<file path="config.mk">
export PLATFORM = sky130hd
export DESIGN_NAME = ff_stim_seq
export DESIGN_NICKNAME = d
export VERILOG_FILES = /design/src/rtl/ff_stim_seq.sv
export SDC_FILE = /design/constraint.sdc
export NUM_CORES = 1
export LEC_CHECK = 0
export ABC_CLOCK_PERIOD_IN_PS = 2400
export CORE_MARGIN = 1.5
export CORE_UTILIZATION = 45
export CTS_BUF_LIST = sky130_fd_sc_hd__clkbuf_4
export DETAILED_ROUTE_END_ITERATION = 16
export GPL_TIMING_DRIVEN = 0
export PLACE_DENSITY_LB_ADDON = 0.1
export SLEW_MARGIN = 10
export SYNTH_ARGS = -nofsm -noshare
export SYNTH_HDL_FRONTEND = slang
export SYNTH_SLANG_ARGS = --single-unit
</file>
<file path="constraint.sdc">
create_clock -name clk -period 2.4 [get_ports clk]
set_input_delay 0.48 -clock clk [delete_from_list [all_inputs] [get_ports clk]]
set_output_delay 0.48 -clock clk [all_outputs]
set_load 0.02 [all_outputs]
</file>
<file path="src/rtl/ff_stim_seq.sv">
// ff_stim_seq: stimulus sequencer for the flip-flop mapping test DUT.
// It walks the DUT's shared reset/enable pins through a fixed pattern:
// reset hold, enable high, enable low, pseudo-random enable and a
// one-cycle reset pulse. Every output is taken directly from a flop so
// the DUT only ever sees clean, clock-aligned edges.
module ff_stim_seq #(
    parameter int         HOLD_CYCLES  = 4,
    parameter int         PHASE_CYCLES = 16,
    parameter logic [7:0] LFSR_SEED    = 8'hA5,
    parameter bit         DUT_RST_HIGH = 1'b1,
    parameter int         CNT_W        = 8
) (
    input  logic             clk,
    input  logic             reset,
    input  logic             start,
    input  logic             abort,
    output logic             dut_enable,
    output logic             dut_reset,
    output logic [2:0]       phase,
    output logic [CNT_W-1:0] cycle_cnt,
    output logic             busy,
    output logic             done
);

    typedef enum logic [2:0] {
        ST_IDLE   = 3'd0,
        ST_HOLD   = 3'd1,
        ST_EN_HI  = 3'd2,
        ST_EN_LO  = 3'd3,
        ST_RAND   = 3'd4,
        ST_MIDRST = 3'd5
    } state_t;

    // An all-zero seed would lock the LFSR at zero, so it is swapped for 1.
    localparam logic [7:0] SEED_EFF = (LFSR_SEED == 8'h00) ? 8'h01 : LFSR_SEED;
    localparam logic [7:0] LFSR_MASK = 8'hB8;

    // Terminal counts: a state leaves on the edge where cycle_cnt hits N-1.
    localparam logic [CNT_W-1:0] HOLD_LAST  = CNT_W'(HOLD_CYCLES - 1);
    localparam logic [CNT_W-1:0] PHASE_LAST = CNT_W'(PHASE_CYCLES - 1);

    // Asserted / deasserted levels of the DUT reset pin.
    localparam logic RST_ON  = DUT_RST_HIGH;
    localparam logic RST_OFF = ~DUT_RST_HIGH;

    state_t           state_q;
    state_t           state_d;
    logic [CNT_W-1:0] cnt_q;
    logic [CNT_W-1:0] cnt_d;
    logic [7:0]       lfsr_q;
    logic [7:0]       lfsr_d;
    logic             dwell_end;
    logic             enable_d;
    logic             dut_reset_d;
    logic             busy_d;
    logic             done_d;
    logic             enable_q;
    logic             dut_reset_q;
    logic             busy_q;
    logic             done_q;

    // One Galois step of x^8+x^6+x^5+x^4+1.
    function automatic logic [7:0] lfsr_step(input logic [7:0] value);
        return value[0] ? ((value >> 1) ^ LFSR_MASK) : (value >> 1);
    endfunction

    // Detect the last cycle of whichever timed state we are in.
    always_comb begin
        dwell_end = 1'b0;
        case (state_q)
            ST_HOLD:  dwell_end = (cnt_q == HOLD_LAST);
            ST_EN_HI: dwell_end = (cnt_q == PHASE_LAST);
            ST_EN_LO: dwell_end = (cnt_q == PHASE_LAST);
            ST_RAND:  dwell_end = (cnt_q == PHASE_LAST);
            default:  dwell_end = 1'b0;
        endcase
    end

    // Next-state decode; abort overrides everything outside IDLE.
    always_comb begin
        state_d = state_q;
        case (state_q)
            ST_IDLE:   state_d = (start && !abort) ? ST_HOLD : ST_IDLE;
            ST_HOLD:   state_d = dwell_end ? ST_EN_HI : ST_HOLD;
            ST_EN_HI:  state_d = dwell_end ? ST_EN_LO : ST_EN_HI;
            ST_EN_LO:  state_d = dwell_end ? ST_RAND  : ST_EN_LO;
            ST_RAND:   state_d = dwell_end ? ST_MIDRST : ST_RAND;
            ST_MIDRST: state_d = ST_IDLE;
            default:   state_d = ST_IDLE;
        endcase
        if (state_q != ST_IDLE && abort) begin
            state_d = ST_IDLE;
        end
    end

    // Dwell counter and LFSR next values.
    always_comb begin
        cnt_d  = cnt_q + 1'b1;
        lfsr_d = lfsr_q;
        if (state_d != state_q || state_q == ST_IDLE) begin
            cnt_d = '0;
        end
        if (state_d == ST_RAND && state_q != ST_RAND) begin
            lfsr_d = SEED_EFF;
        end else if (state_q == ST_RAND) begin
            lfsr_d = lfsr_step(lfsr_q);
        end
    end

    // Pin levels decoded from the state being entered, so that the flops
    // below switch on the same edge as the state register.
    always_comb begin
        enable_d    = 1'b0;
        dut_reset_d = RST_ON;
        case (state_d)
            ST_IDLE: begin
                enable_d    = 1'b0;
                dut_reset_d = RST_ON;
            end
            ST_HOLD: begin
                enable_d    = 1'b0;
                dut_reset_d = RST_ON;
            end
            ST_EN_HI: begin
                enable_d    = 1'b1;
                dut_reset_d = RST_OFF;
            end
            ST_EN_LO: begin
                enable_d    = 1'b0;
                dut_reset_d = RST_OFF;
            end
            ST_RAND: begin
                enable_d    = lfsr_d[0];
                dut_reset_d = RST_OFF;
            end
            ST_MIDRST: begin
                enable_d    = 1'b1;
                dut_reset_d = RST_ON;
            end
            default: begin
                enable_d    = 1'b0;
                dut_reset_d = RST_ON;
            end
        endcase
        busy_d = (state_d != ST_IDLE);
        done_d = (state_q == ST_MIDRST) && !abort;
    end

    // State, counter and LFSR registers.
    always_ff @(posedge clk or negedge reset) begin
        if (!reset) begin
            state_q <= ST_IDLE;
            cnt_q   <= '0;
            lfsr_q  <= SEED_EFF;
        end else begin
            state_q <= state_d;
            cnt_q   <= cnt_d;
            lfsr_q  <= lfsr_d;
        end
    end

    // Output flops driving the DUT pins and status.
    always_ff @(posedge clk or negedge reset) begin
        if (!reset) begin
            enable_q    <= 1'b0;
            dut_reset_q <= RST_ON;
            busy_q      <= 1'b0;
            done_q      <= 1'b0;
        end else begin
            enable_q    <= enable_d;
            dut_reset_q <= dut_reset_d;
            busy_q      <= busy_d;
            done_q      <= done_d;
        end
    end

    assign dut_enable = enable_q;
    assign dut_reset  = dut_reset_q;
    assign phase      = state_q;
    assign cycle_cnt  = cnt_q;
    assign busy       = busy_q;
    assign done       = done_q;

endmodule

</file>
==> qor.yml <==
run_status:
  outcome: "completed"
min_path:
  min_from: "cycle_cnt[0]$_DFF_PN0_"
  hold_path_depth: 1
  hold_end: "cycle_cnt[0]$_DFF_PN0_"
  hp-class: "reg -> reg"
yosys:
  synth_top_area_frac: 0.375
  synthArstFlopShare: 1.00
  yosysTopAreaCell: "dfrtp_1"
  ys_ff_latch: 23
  yosysMostFrequentCell: "nor2_1"
  syn_area_um2: 1200
  syn_nets: 130
  ys_warn_count: 0
  ys_types: 43
  netlist_instances: 125
  synth_area_leaders: "dfrtp_1 38%, dfstp_2 11%, nor2_1 5.9%, mux2i_1 4.2%, xnor2_1 3.6%"
  avgSynthCellArea_um2: 9.61
  synthFlopType: "dfrtp_1"
  synth-seq-area-share: 0.484
  synthTopCellsByCount: "19 x nor2_1, 18 x dfrtp_1, 11 x nand2_1, 7 x inv_1, 6 x a21oi_1"
  synth_edf_count: 0
place:
  portBuffers: 18
  place.gp.congestion: 0.836
  place_hpwl_um: 1750
worst_setup_path:
  critical_path.cell_chain: "nor4_2 -> a311oi_1 -> o31ai_1 -> nand3_1"
  rrSetupSlack_ns: 0.36
  required_ns: 2.59
  critPathMaxFanout: 6
  max_stage_delay_ns: 0.54
  critPathLaunchType: "flip-flop"
  slowest_stage: "nor4_2"
  crit_buf_inv: 0
  setup.worst_path.end_class: "flip-flop"
  crit_start: "cycle_cnt[5]$_DFF_PN0_"
  r2r_cells: 4
  path_class: "reg -> reg"
  r2r_start: "cycle_cnt[5]$_DFF_PN0_"
  cp.arrival_ns: 2.22
  reg2reg_to: "busy$_DFF_PN0_"
  cp_top_family: "compound AO/OA/AOI/OAI gates"
sta:
  fin_worst_skew_ns: 0.00182
  tightest_slew_ns: 1.01
  period_needed_ns: 2.04
  min_period_over_period: 0.849
  slew_headroom: 0.323
  fin_tns_setup_ns: 0
  final-max-slew-violation-count: 0
  setup_viol: 0
  rsz0062_at_grt: "no"
  max_clock_freq_ghz: 0.491
  hold_viol: 0
global_route:
  grt_max_degree: 24
  grt.overflow.total: 0
  grt_pass1_wl_um: 3960
  track_usage: 0.189
  grt_pass1_vias: 862
  antenna_found_initial: 0
routing:
  wl_um: 2440
  num_vias: 954
  final_antenna_net_count: 0
  drt_iter0_drc: 25
  first_pass_iters: 4
  wire_per_inst_um: 13.8
  route.detailed.drc: 0
  via_per_inst: 5.39
cts:
  cts.sinks: 23
  cts_post_setup_buffers_inserted: 0
  clkLatencyLatePin_ns: 0.31
  cts_hold_buf: 0
  path_clk_slew_ns: 0.12
  cts_tree: "yes"
  cts_buffer_depth: 2
  cts_inserted_buffers: 3
  ctsResizeCount: 0
  clock-root-buffer: "clkbuf_4"
  htreeDepth: 1
layout:
  fin_nets: 153
  drive_above_1_share: 0.109
  areaGrowthSynthToFinish_pct: 20.6
  postLayoutCoreUtil: 0.580
  antenna_cells: 0
floorplan:
  die_w_um: 54.7
  dieArea_um2: 2990
  ios: 19
  die_h_um: 54.7
  core_area_um2: 2500
  initial_core_util: 0.480
  num_rows: 18
power:
  powerDensity_nw_per_um2: 469
  power_leakage_nw: 0.642
  peakVddDrop_mv: 0.378
job:
  timing.max_cap.violations: 0
[report_power, final]
part	total [mW]	internal [mW]	switching, mW	leakage (nW)
registers	0.417	0.407	0.00971	0.287
logic	0.0689	0.0298	0.0391	0.337
clock network	0.194	0.0764	0.118	0.0184
total	0.679	0.513	0.166	0.642
[how the worst max path moves through the flow]
stage / end / slack (ns) / cells after the start
after CTS: busy$_DFF_PN0_ / 0.39 / 4
final: busy$_DFF_PN0_ / 0.36 / 4
after global routing: dut_enable$_DFF_PN0_ / 0.25 / 7
after detailed placement: busy$_DFF_PN0_ / 0.39 / 6
after global placement: busy$_DFF_PN0_ / 0.41 / 6
after floorplan: dut_enable$_DFF_PN0_ / 0.60 / 7
[cell type report]
class,count,area (µm²)
fill,245,1050
timing repair buffer,18,180
sequential,23,582
buffer,7,35.0
multi-input combinational,88,558
tap,30,37.5
clock buffer,4,30.0
inverter,7,26.3
[cell families (layout without fill, tap and decap cells)]
| kind of cell | count (synthesis) | after routing | synth area share |
|---|---|---|---|
| simple gates | 52 | 52 | 0.228 |
| flops | 23 | 23 | 0.484 |
| fa+ha+maj | 1 | 1 | 0.0104 |
| buf+inv | 14 | 36 | 0.0510 |
| mux | 5 | 5 | 0.0417 |
| xor+xnor | 9 | 9 | 0.0656 |
| compound gates | 21 | 21 | 0.119 |
[state kept, by name (all words and copies together) (netlist names)]
register	cells
done	1
phase	3
cycle_cnt	8
dut_enable	1
lfsr_q	8
busy	1
dut_reset	1
[through the flow]
step	hold slack [ns]	cell area, µm²	cells	power [mW]	worst slack, ns
floorplan	0.184	1200	125	0.461	0.604
global placement	0.485	1420	173	0.491	0.413
detailed placement	0.505	1420	173	0.493	0.395
CTS	0.523	1450	177	0.691	0.386
global route	0.556	1450	177	0.713	0.248
finish	0.522	1450	177	0.679	0.363
[metal layers]
layer  vias to the layer above  GRT usage  share of wire
li1                        478          -              -
met1                       446      0.247           0.48
met2                        25      0.300           0.47
met3                         5     0.0246          0.037
met4                         0      0.104          0.018
met5                         -          0              0
[layout by cell type, fill, tap and decap left out, drive strengths merged, types with 2 or more instances in the layout]
cell,count
inv,7
nand3,4
nor2b,2
xnor2,5
dfstp,5
nor2,19
nand4,3
a21o,2
clkdlybuf4s50,18
dfrtp,18
xor2,4
buf,3
a21oi,6
o21ai,3
mux2i,5
nor4,2
nor3,2
clkbuf,8
nand2,11
(Power assumes the default switching activity.)
